## src/rtl/cpu_mem_arbiter_pkg.sv

```systemverilog
// Shared types for cpu_mem_arbiter: FSM states, grant encoding, latched request
// and the fetch-vs-data grant rule.
package arb_types;

   typedef enum logic [1:0] {
      IDLE = 2'd0,
      INST = 2'd1,
      DATA = 2'd2,
      RESP = 2'd3
   } arb_state_t;

   typedef enum logic {
      GRANT_INST = 1'b0,
      GRANT_DATA = 1'b1
   } arb_grant_t;

   typedef struct packed {
      logic [31:0] addr;
      logic [31:0] wdata;
      logic [3:0]  mbe;
      logic        we;
   } arb_req_t;

   localparam logic [3:0] MBE_FULL = 4'b1111;

   // Data wins, except right after a data grant while a fetch is waiting.
   function automatic arb_grant_t pick_grant(input logic       inst_pend,
                                             input logic       data_pend,
                                             input arb_grant_t last);
      if (data_pend && !(inst_pend && (last == GRANT_DATA))) begin
         return GRANT_DATA;
      end
      return GRANT_INST;
   endfunction

endpackage

```

## src/rtl/cpu_mem_arbiter_if.sv

```systemverilog
// Bus bundle between the CPU, the arbiter and the downstream memory port.
// Handshake: a requester raises read/write (with addr/wdata/mbe stable) and holds
// it until the responder pulses resp for exactly one cycle; rdata is valid only
// in that resp cycle. The arbiter answers the CPU side and requests the memory side.
interface cpu_mem_arbiter_if;

   logic        inst_read;
   logic [31:0] inst_addr;
   logic [31:0] inst_rdata;
   logic        inst_resp;

   logic        data_read;
   logic        data_write;
   logic [3:0]  data_mbe;
   logic [31:0] data_addr;
   logic [31:0] data_wdata;
   logic [31:0] data_rdata;
   logic        data_resp;

   logic        mem_read;
   logic        mem_write;
   logic [31:0] mem_addr;
   logic [31:0] mem_wdata;
   logic [3:0]  mem_mbe;
   logic [31:0] mem_rdata;
   logic        mem_resp;

   // Arbiter view.
   modport slave (
      input  inst_read, inst_addr,
      output inst_rdata, inst_resp,
      input  data_read, data_write, data_mbe, data_addr, data_wdata,
      output data_rdata, data_resp,
      output mem_read, mem_write, mem_addr, mem_wdata, mem_mbe,
      input  mem_rdata, mem_resp
   );

   // CPU plus memory view.
   modport master (
      output inst_read, inst_addr,
      input  inst_rdata, inst_resp,
      output data_read, data_write, data_mbe, data_addr, data_wdata,
      input  data_rdata, data_resp,
      input  mem_read, mem_write, mem_addr, mem_wdata, mem_mbe,
      output mem_rdata, mem_resp
   );

endinterface

```

## src/rtl/cpu_mem_arbiter.sv

```systemverilog
// cpu_mem_arbiter: serializes CPU fetch and load/store requests onto one memory port.
// Define ARB_RESP_REG_EN to register the CPU responses through an extra RESP state.
module cpu_mem_arbiter
   import arb_types::*;
(
   input  logic             clk,
   input  logic             rst,
   cpu_mem_arbiter_if.slave bus,
   output arb_state_t       dbg_state
);

`ifdef ARB_RESP_REG_EN
   localparam arb_state_t DONE_STATE = RESP;
`else
   localparam arb_state_t DONE_STATE = IDLE;
`endif

   arb_state_t state;
   arb_state_t state_next;
   arb_grant_t last_grant;
   arb_grant_t last_grant_next;
   arb_grant_t grant;
   arb_req_t   req;
   arb_req_t   req_next;

   logic inst_pend;
   logic data_pend;
   logic inst_hit;
   logic data_hit;

   assign inst_pend = bus.inst_read;
   assign data_pend = bus.data_read | bus.data_write;
   assign grant     = pick_grant(inst_pend, data_pend, last_grant);

   always_ff @(posedge clk) begin
      if (rst) begin
         state      <= IDLE;
         last_grant <= GRANT_INST;
         req        <= '0;
      end else begin
         state      <= state_next;
         last_grant <= last_grant_next;
         req        <= req_next;
      end
   end

   always_comb begin
      state_next      = state;
      last_grant_next = last_grant;
      req_next        = req;
      case (state)
         IDLE: begin
            if (inst_pend || data_pend) begin
               last_grant_next = grant;
               if (grant == GRANT_DATA) begin
                  state_next     = DATA;
                  req_next.addr  = bus.data_addr;
                  req_next.wdata = bus.data_wdata;
                  req_next.mbe   = bus.data_mbe;
                  // read+write together is resolved as a store
                  req_next.we    = bus.data_write;
               end else begin
                  state_next     = INST;
                  req_next.addr  = bus.inst_addr;
                  req_next.wdata = '0;
                  req_next.mbe   = MBE_FULL;
                  req_next.we    = 1'b0;
               end
            end
         end
         INST, DATA: begin
            if (bus.mem_resp) begin
               state_next = DONE_STATE;
            end
         end
         RESP: begin
            state_next = IDLE;
         end
         default: begin
            state_next = IDLE;
         end
      endcase
   end

   // Downstream side comes only from the latched request and the state register.
   assign bus.mem_read  = (state == INST) || ((state == DATA) && !req.we);
   assign bus.mem_write = (state == DATA) && req.we;
   assign bus.mem_addr  = req.addr;
   assign bus.mem_wdata = req.wdata;
   assign bus.mem_mbe   = req.mbe;

   assign inst_hit = (state == INST) && bus.mem_resp;
   assign data_hit = (state == DATA) && bus.mem_resp;

`ifdef ARB_RESP_REG_EN
   logic        inst_resp_q;
   logic        data_resp_q;
   logic [31:0] rdata_q;

   always_ff @(posedge clk) begin
      if (rst) begin
         inst_resp_q <= 1'b0;
         data_resp_q <= 1'b0;
         rdata_q     <= '0;
      end else begin
         inst_resp_q <= inst_hit;
         data_resp_q <= data_hit;
         rdata_q     <= (inst_hit || data_hit) ? bus.mem_rdata : '0;
      end
   end

   assign bus.inst_resp  = inst_resp_q;
   assign bus.data_resp  = data_resp_q;
   assign bus.inst_rdata = inst_resp_q ? rdata_q : '0;
   assign bus.data_rdata = data_resp_q ? rdata_q : '0;
`else
   assign bus.inst_resp  = inst_hit;
   assign bus.data_resp  = data_hit;
   assign bus.inst_rdata = inst_hit ? bus.mem_rdata : '0;
   assign bus.data_rdata = data_hit ? bus.mem_rdata : '0;
`endif

   assign dbg_state = state;

endmodule

```

## src/flat_wrapper.sv

```systemverilog
// flat-port wrapper written by rule: the top's interface ports become plain ports
module cpu_mem_arbiter_flat import arb_types::*;
  (clk, rst, dbg_state, bus_inst_read, bus_inst_addr, bus_inst_rdata, bus_inst_resp, bus_data_read, bus_data_write, bus_data_mbe, bus_data_addr, bus_data_wdata, bus_data_rdata, bus_data_resp, bus_mem_read, bus_mem_write, bus_mem_addr, bus_mem_wdata, bus_mem_mbe, bus_mem_rdata, bus_mem_resp);
  cpu_mem_arbiter_if bus_i ();
  input  logic clk;
  input  logic rst;
  output arb_state_t dbg_state;
  input wire logic [$bits(bus_i.inst_read)-1:0] bus_inst_read;
  input wire logic [$bits(bus_i.inst_addr)-1:0] bus_inst_addr;
  output wire logic [$bits(bus_i.inst_rdata)-1:0] bus_inst_rdata;
  output wire logic [$bits(bus_i.inst_resp)-1:0] bus_inst_resp;
  input wire logic [$bits(bus_i.data_read)-1:0] bus_data_read;
  input wire logic [$bits(bus_i.data_write)-1:0] bus_data_write;
  input wire logic [$bits(bus_i.data_mbe)-1:0] bus_data_mbe;
  input wire logic [$bits(bus_i.data_addr)-1:0] bus_data_addr;
  input wire logic [$bits(bus_i.data_wdata)-1:0] bus_data_wdata;
  output wire logic [$bits(bus_i.data_rdata)-1:0] bus_data_rdata;
  output wire logic [$bits(bus_i.data_resp)-1:0] bus_data_resp;
  output wire logic [$bits(bus_i.mem_read)-1:0] bus_mem_read;
  output wire logic [$bits(bus_i.mem_write)-1:0] bus_mem_write;
  output wire logic [$bits(bus_i.mem_addr)-1:0] bus_mem_addr;
  output wire logic [$bits(bus_i.mem_wdata)-1:0] bus_mem_wdata;
  output wire logic [$bits(bus_i.mem_mbe)-1:0] bus_mem_mbe;
  input wire logic [$bits(bus_i.mem_rdata)-1:0] bus_mem_rdata;
  input wire logic [$bits(bus_i.mem_resp)-1:0] bus_mem_resp;
  assign bus_i.inst_read = bus_inst_read;
  assign bus_i.inst_addr = bus_inst_addr;
  assign bus_inst_rdata = bus_i.inst_rdata;
  assign bus_inst_resp = bus_i.inst_resp;
  assign bus_i.data_read = bus_data_read;
  assign bus_i.data_write = bus_data_write;
  assign bus_i.data_mbe = bus_data_mbe;
  assign bus_i.data_addr = bus_data_addr;
  assign bus_i.data_wdata = bus_data_wdata;
  assign bus_data_rdata = bus_i.data_rdata;
  assign bus_data_resp = bus_i.data_resp;
  assign bus_mem_read = bus_i.mem_read;
  assign bus_mem_write = bus_i.mem_write;
  assign bus_mem_addr = bus_i.mem_addr;
  assign bus_mem_wdata = bus_i.mem_wdata;
  assign bus_mem_mbe = bus_i.mem_mbe;
  assign bus_i.mem_rdata = bus_mem_rdata;
  assign bus_i.mem_resp = bus_mem_resp;
  cpu_mem_arbiter u_core (.clk(clk), .rst(rst), .bus(bus_i), .dbg_state(dbg_state));
endmodule
```

## config.mk

```make
export PLATFORM = sky130hd
export DESIGN_NAME = cpu_mem_arbiter_flat
export DESIGN_NICKNAME = d
export VERILOG_FILES = /design/src/rtl/cpu_mem_arbiter_pkg.sv /design/src/rtl/cpu_mem_arbiter_if.sv /design/src/rtl/cpu_mem_arbiter.sv /design/src/flat_wrapper.sv
export SDC_FILE = /design/constraint.sdc
export NUM_CORES = 1
export LEC_CHECK = 0
export ABC_CLOCK_PERIOD_IN_PS = 1900
export CAP_MARGIN = 5
export CORE_MARGIN = 5
export CORE_UTILIZATION = 36
export CTS_BUF_LIST = sky130_fd_sc_hd__clkbuf_4 sky130_fd_sc_hd__clkbuf_8
export DETAILED_ROUTE_END_ITERATION = 12
export PLACE_DENSITY = 0.95
export SETUP_SLACK_MARGIN = 0.15
export SKIP_LAST_GASP = 1
export SYNTH_ARGS = -nofsm -noshare
export SYNTH_HDL_FRONTEND = slang
export SYNTH_SLANG_ARGS = --single-unit
export TNS_END_PERCENT = 5
```

## constraint.sdc

```tcl
create_clock -name clk -period 1.9 [get_ports clk]
set_input_delay 0.38 -clock clk [delete_from_list [all_inputs] [get_ports clk]]
set_output_delay 0.38 -clock clk [all_outputs]
set_load 0.005 [all_outputs]
```

==> impl_metrics.ini <==
[yosys]
synth-seq-cells = 72
synth_xor_area_share_pct = 0
synth_top_area_share_pct = 37.8
yosys_warnings = 0
synth-adder-area-share_pct = 1.31
synth-simple-area-share_pct = 21.5
synth.distinct_cells = 27
synth_compound_area_share_pct = 20.6
syn_inst = 476
avgSynthCellArea_um2 = 8.01
yosys.cell_count.top_type = dfxtp_1
yosysSeqAreaShare_pct = 37.8
synthFlopType = dfxtp_1
async_reset_ff_share_pct = 0
synthesis.area_mm2 = 0.00381
synth_top_family_by_area = simple AND/OR/NAND/NOR gates
syn_nets = 618
synth_top_cells_by_count = 72 x dfxtp_1, 71 x buf_4, 66 x nand2_1, 64 x and3_1, 34 x nor2_1
yosys-top-cells-area = dfxtp_1 38%, buf_4 14%, and3_1 10%
synthMuxAreaShare_pct = 0
yosysTopAreaCell = dfxtp_1
synth_edf_count = 0

[grt]
grt_pass1_vias = 4365
grt_pass1_wl_mm = 22.8
gr-total-overflow = 0
grt_antenna_before_repair = 0
grt_start_max_net_pins = 57
grt_usage_pct = 21.8

[clock_tree]
cts_buffers = 9
root_buffer = clkbuf_8
cts_tree = yes
clock_sinks = 72
htree_levels = 3
ctsLongestPathBuffers = 2
cts.clk_slew.worst_paths_ns = 0.08
clock_latency_ns = 0.33
hold_buffers = 0

[setup_path]
crit_path_max_incr_delay_ns = 0.37
crit_chain = buf_6 -> ha_4 -> clkbuf_16 -> and2_1 -> buf_2
rrSetupSlack_ns = 0.26
crit_fanout = 8
critical_path_class = register to output pin
critical_path.top_delay_family = buffers and inverters
start_kind = register
crit_path_top_delay_cell = dfxtp_4
timing.rr.end = u_core.bus.mem_addr[27]
r2r_cells = 7
worstPathArrival_ns = 1.51
critical_path_required_ns = 1.52
crit_path_end_kind = output pin
worst-path-buf-inv = 3
reg2reg_from = u_core.dbg_state[0]

[pwr]
combPwrFrac_pct = 39.6
p_leak_nw = 2.89
p_sw_share_pct = 30.8
p_sw_mw = 1.56
intPower_mw = 3.49
clkPwrFrac_pct = 23.6
ir_drop_v = 0.000482
seq_power_share_pct = 36.8
p_per_area_mw_per_mm2 = 760

[final_layout]
fin_nets = 823
diodes = 0
syn_to_final_growth_pct = 74.3
drive_gt1_share_pct = 20.6
fill_cells = 841

[placement]
place_congestion = 0.973
numPortBuffers = 275
hpwl_mm = 10.8
dpl_worst_slack_ns = -0.304

[die]
core.rowCount = 37
dieArea_mm2 = 0.0128
core-area_mm2 = 0.0103
start_util_pct = 37.0
fp.dieW_um = 113
die_y_um = 113
io_pins = 276

[timing]
period_share_pct = 99.6
worst_pin_slew_ns = 0.426
setup_ws_ns = 0.00748
setup_viol = 0
fmaxAchievable_mhz = 528
holdWs_ns = 0.488
rsz0062_at_grt = true
slew_viol_final = 0
max_slew_margin_pct = 71.2
final.min_clock_period_ns = 1.89
hold_viol = 0
skew_ns = 0.00964

[flow_run]
maxCapViolCount = 0

[hold_path]
whs_endpoint = u_core.bus.mem_wdata[28]
hold_path_class = register to register
min_path_cells = 2
worstHoldStart = u_core.bus.mem_wdata[28]

[routing]
wl_per_cell_um = 18.9
ant_nets = 0
drtIter0Drc = 388
drc = 0
wirelength_mm = 15.5
vias = 4229
via_per_inst = 5.14
dr.pass1.iters = 4

[outcome]
status = finished, final reports clean
-- worst max-delay path by stage --
stage	end	cells after the start	slack [ns]	from
after detailed placement	bus_inst_rdata[11]	4	-0.30	bus_mem_resp
after global placement	bus_inst_rdata[15]	4	-0.29	bus_mem_resp
after CTS	bus_inst_rdata[7]	5	-0.05	u_core.dbg_state[0]
final	bus_inst_resp	5	0.007	u_core.dbg_state[0]
after global routing	bus_inst_resp	5	-0.05	u_core.dbg_state[0]
after floorplan	u_core.dbg_state[0]	6	0.46	u_core.dbg_state[0]
-- cell usage in the layout (no fill, tap or decap), types with 3 or more instances in the layout --
| cell | Yosys | layout |
|---|---|---|
| clkdlybuf4s50_1 | 0 | 206 |
| nor2_1 | 34 | 34 |
| clkbuf_16 | 0 | 6 |
| clkbuf_2 | 0 | 33 |
| and3_4 | 0 | 15 |
| buf_16 | 0 | 3 |
| dfxtp_1 | 72 | 70 |
| o21ai_1 | 32 | 32 |
| a31oi_1 | 32 | 32 |
| and2_1 | 3 | 3 |
| buf_4 | 71 | 9 |
| buf_2 | 8 | 26 |
| nand2_1 | 66 | 66 |
| buf_6 | 0 | 12 |
| a32oi_1 | 33 | 33 |
| buf_12 | 0 | 10 |
| o221a_1 | 4 | 4 |
| and3_1 | 64 | 49 |
| a21oi_1 | 3 | 3 |
| clkbuf_8 | 0 | 9 |
-- flip-flops by register name, summed over array words and instances, names as in the netlist --
name                  count
u_core.bus.mem_mbe        4
u_core.dbg_state          2
u_core.last_grant         1
u_core.req                1
u_core.bus.mem_addr      32
u_core.bus.mem_wdata     32
-- final cells by class --
cell class | count | area (µm²) | area share [%]
Timing Repair Buffer | 307 | 3030 | 45.6
Tap cell | 136 | 170 | 2.56
Clock inverter | 7 | 72.6 | 1.09
Inverter | 4 | 20.0 | 0.301
Sequential cell | 72 | 1450 | 21.8
Clock buffer | 9 | 124 | 1.86
Multi-Input combinational cell | 287 | 1780 | 26.8
-- cells by family (layout without fill, tap and decap cells) --
| group | after synthesis | in the layout |
|---|---|---|
| AND/OR/NAND/NOR | 171 | 171 |
| AO/OA/AOI/OAI | 112 | 112 |
| buffers and inverters | 117 | 327 |
| adder cells (fa/ha/maj) | 4 | 4 |
| flip-flops | 72 | 72 |
-- worst register-to-register path, stage by stage, from the launching register on --
cell,delay (ns)
dfxtp_4,0.36
inv_4,0.06
buf_4,0.10
ha_1,0.27
o31a_2,0.24
buf_12,0.24
o21ai_1,0.10
a31oi_1,0.18
-- through the flow --
step,TNS (ns),util (%),cells,area (µm²),power (mW)
floorplan,0,-,476,3810,2.83
global placement,-16.15,60.9,790,6290,3.62
CTS,-0.932,64.4,814,6650,5.01
global route,-0.744,64.4,822,6650,5.33
finish,0,64.4,822,6650,5.05
detailed placement,-18.43,60.9,790,6290,3.70
-- power by group through the flow --
stage	clock (mW)	sequential [mW]	combinational, mW
3_5_place_dp	0	1.89	1.81
2_1_floorplan	0	1.85	0.981
3_3_place_gp	0	1.87	1.75
4_1_cts	1.23	1.86	1.92
6_report	1.19	1.86	2.00
5_1_grt	1.30	1.88	2.14
-- layer usage --
metal	GRT usage [%]	wire length [µm]	vias up
met5	0	0	-
met1	25.5	6010	1968
met4	4.97	176	0
met2	38.7	7770	201
li1	-	-	2043
met3	7.17	1580	17
-- what timing repair did --
action                     4_1_cts  5_1_grt
gates resized for setup        208       73
cloned                           4        6
buffers inserted                 4        2
pin swaps                        2        3
setup endpoints to repair       68       70
(Power assumes the default switching activity.)
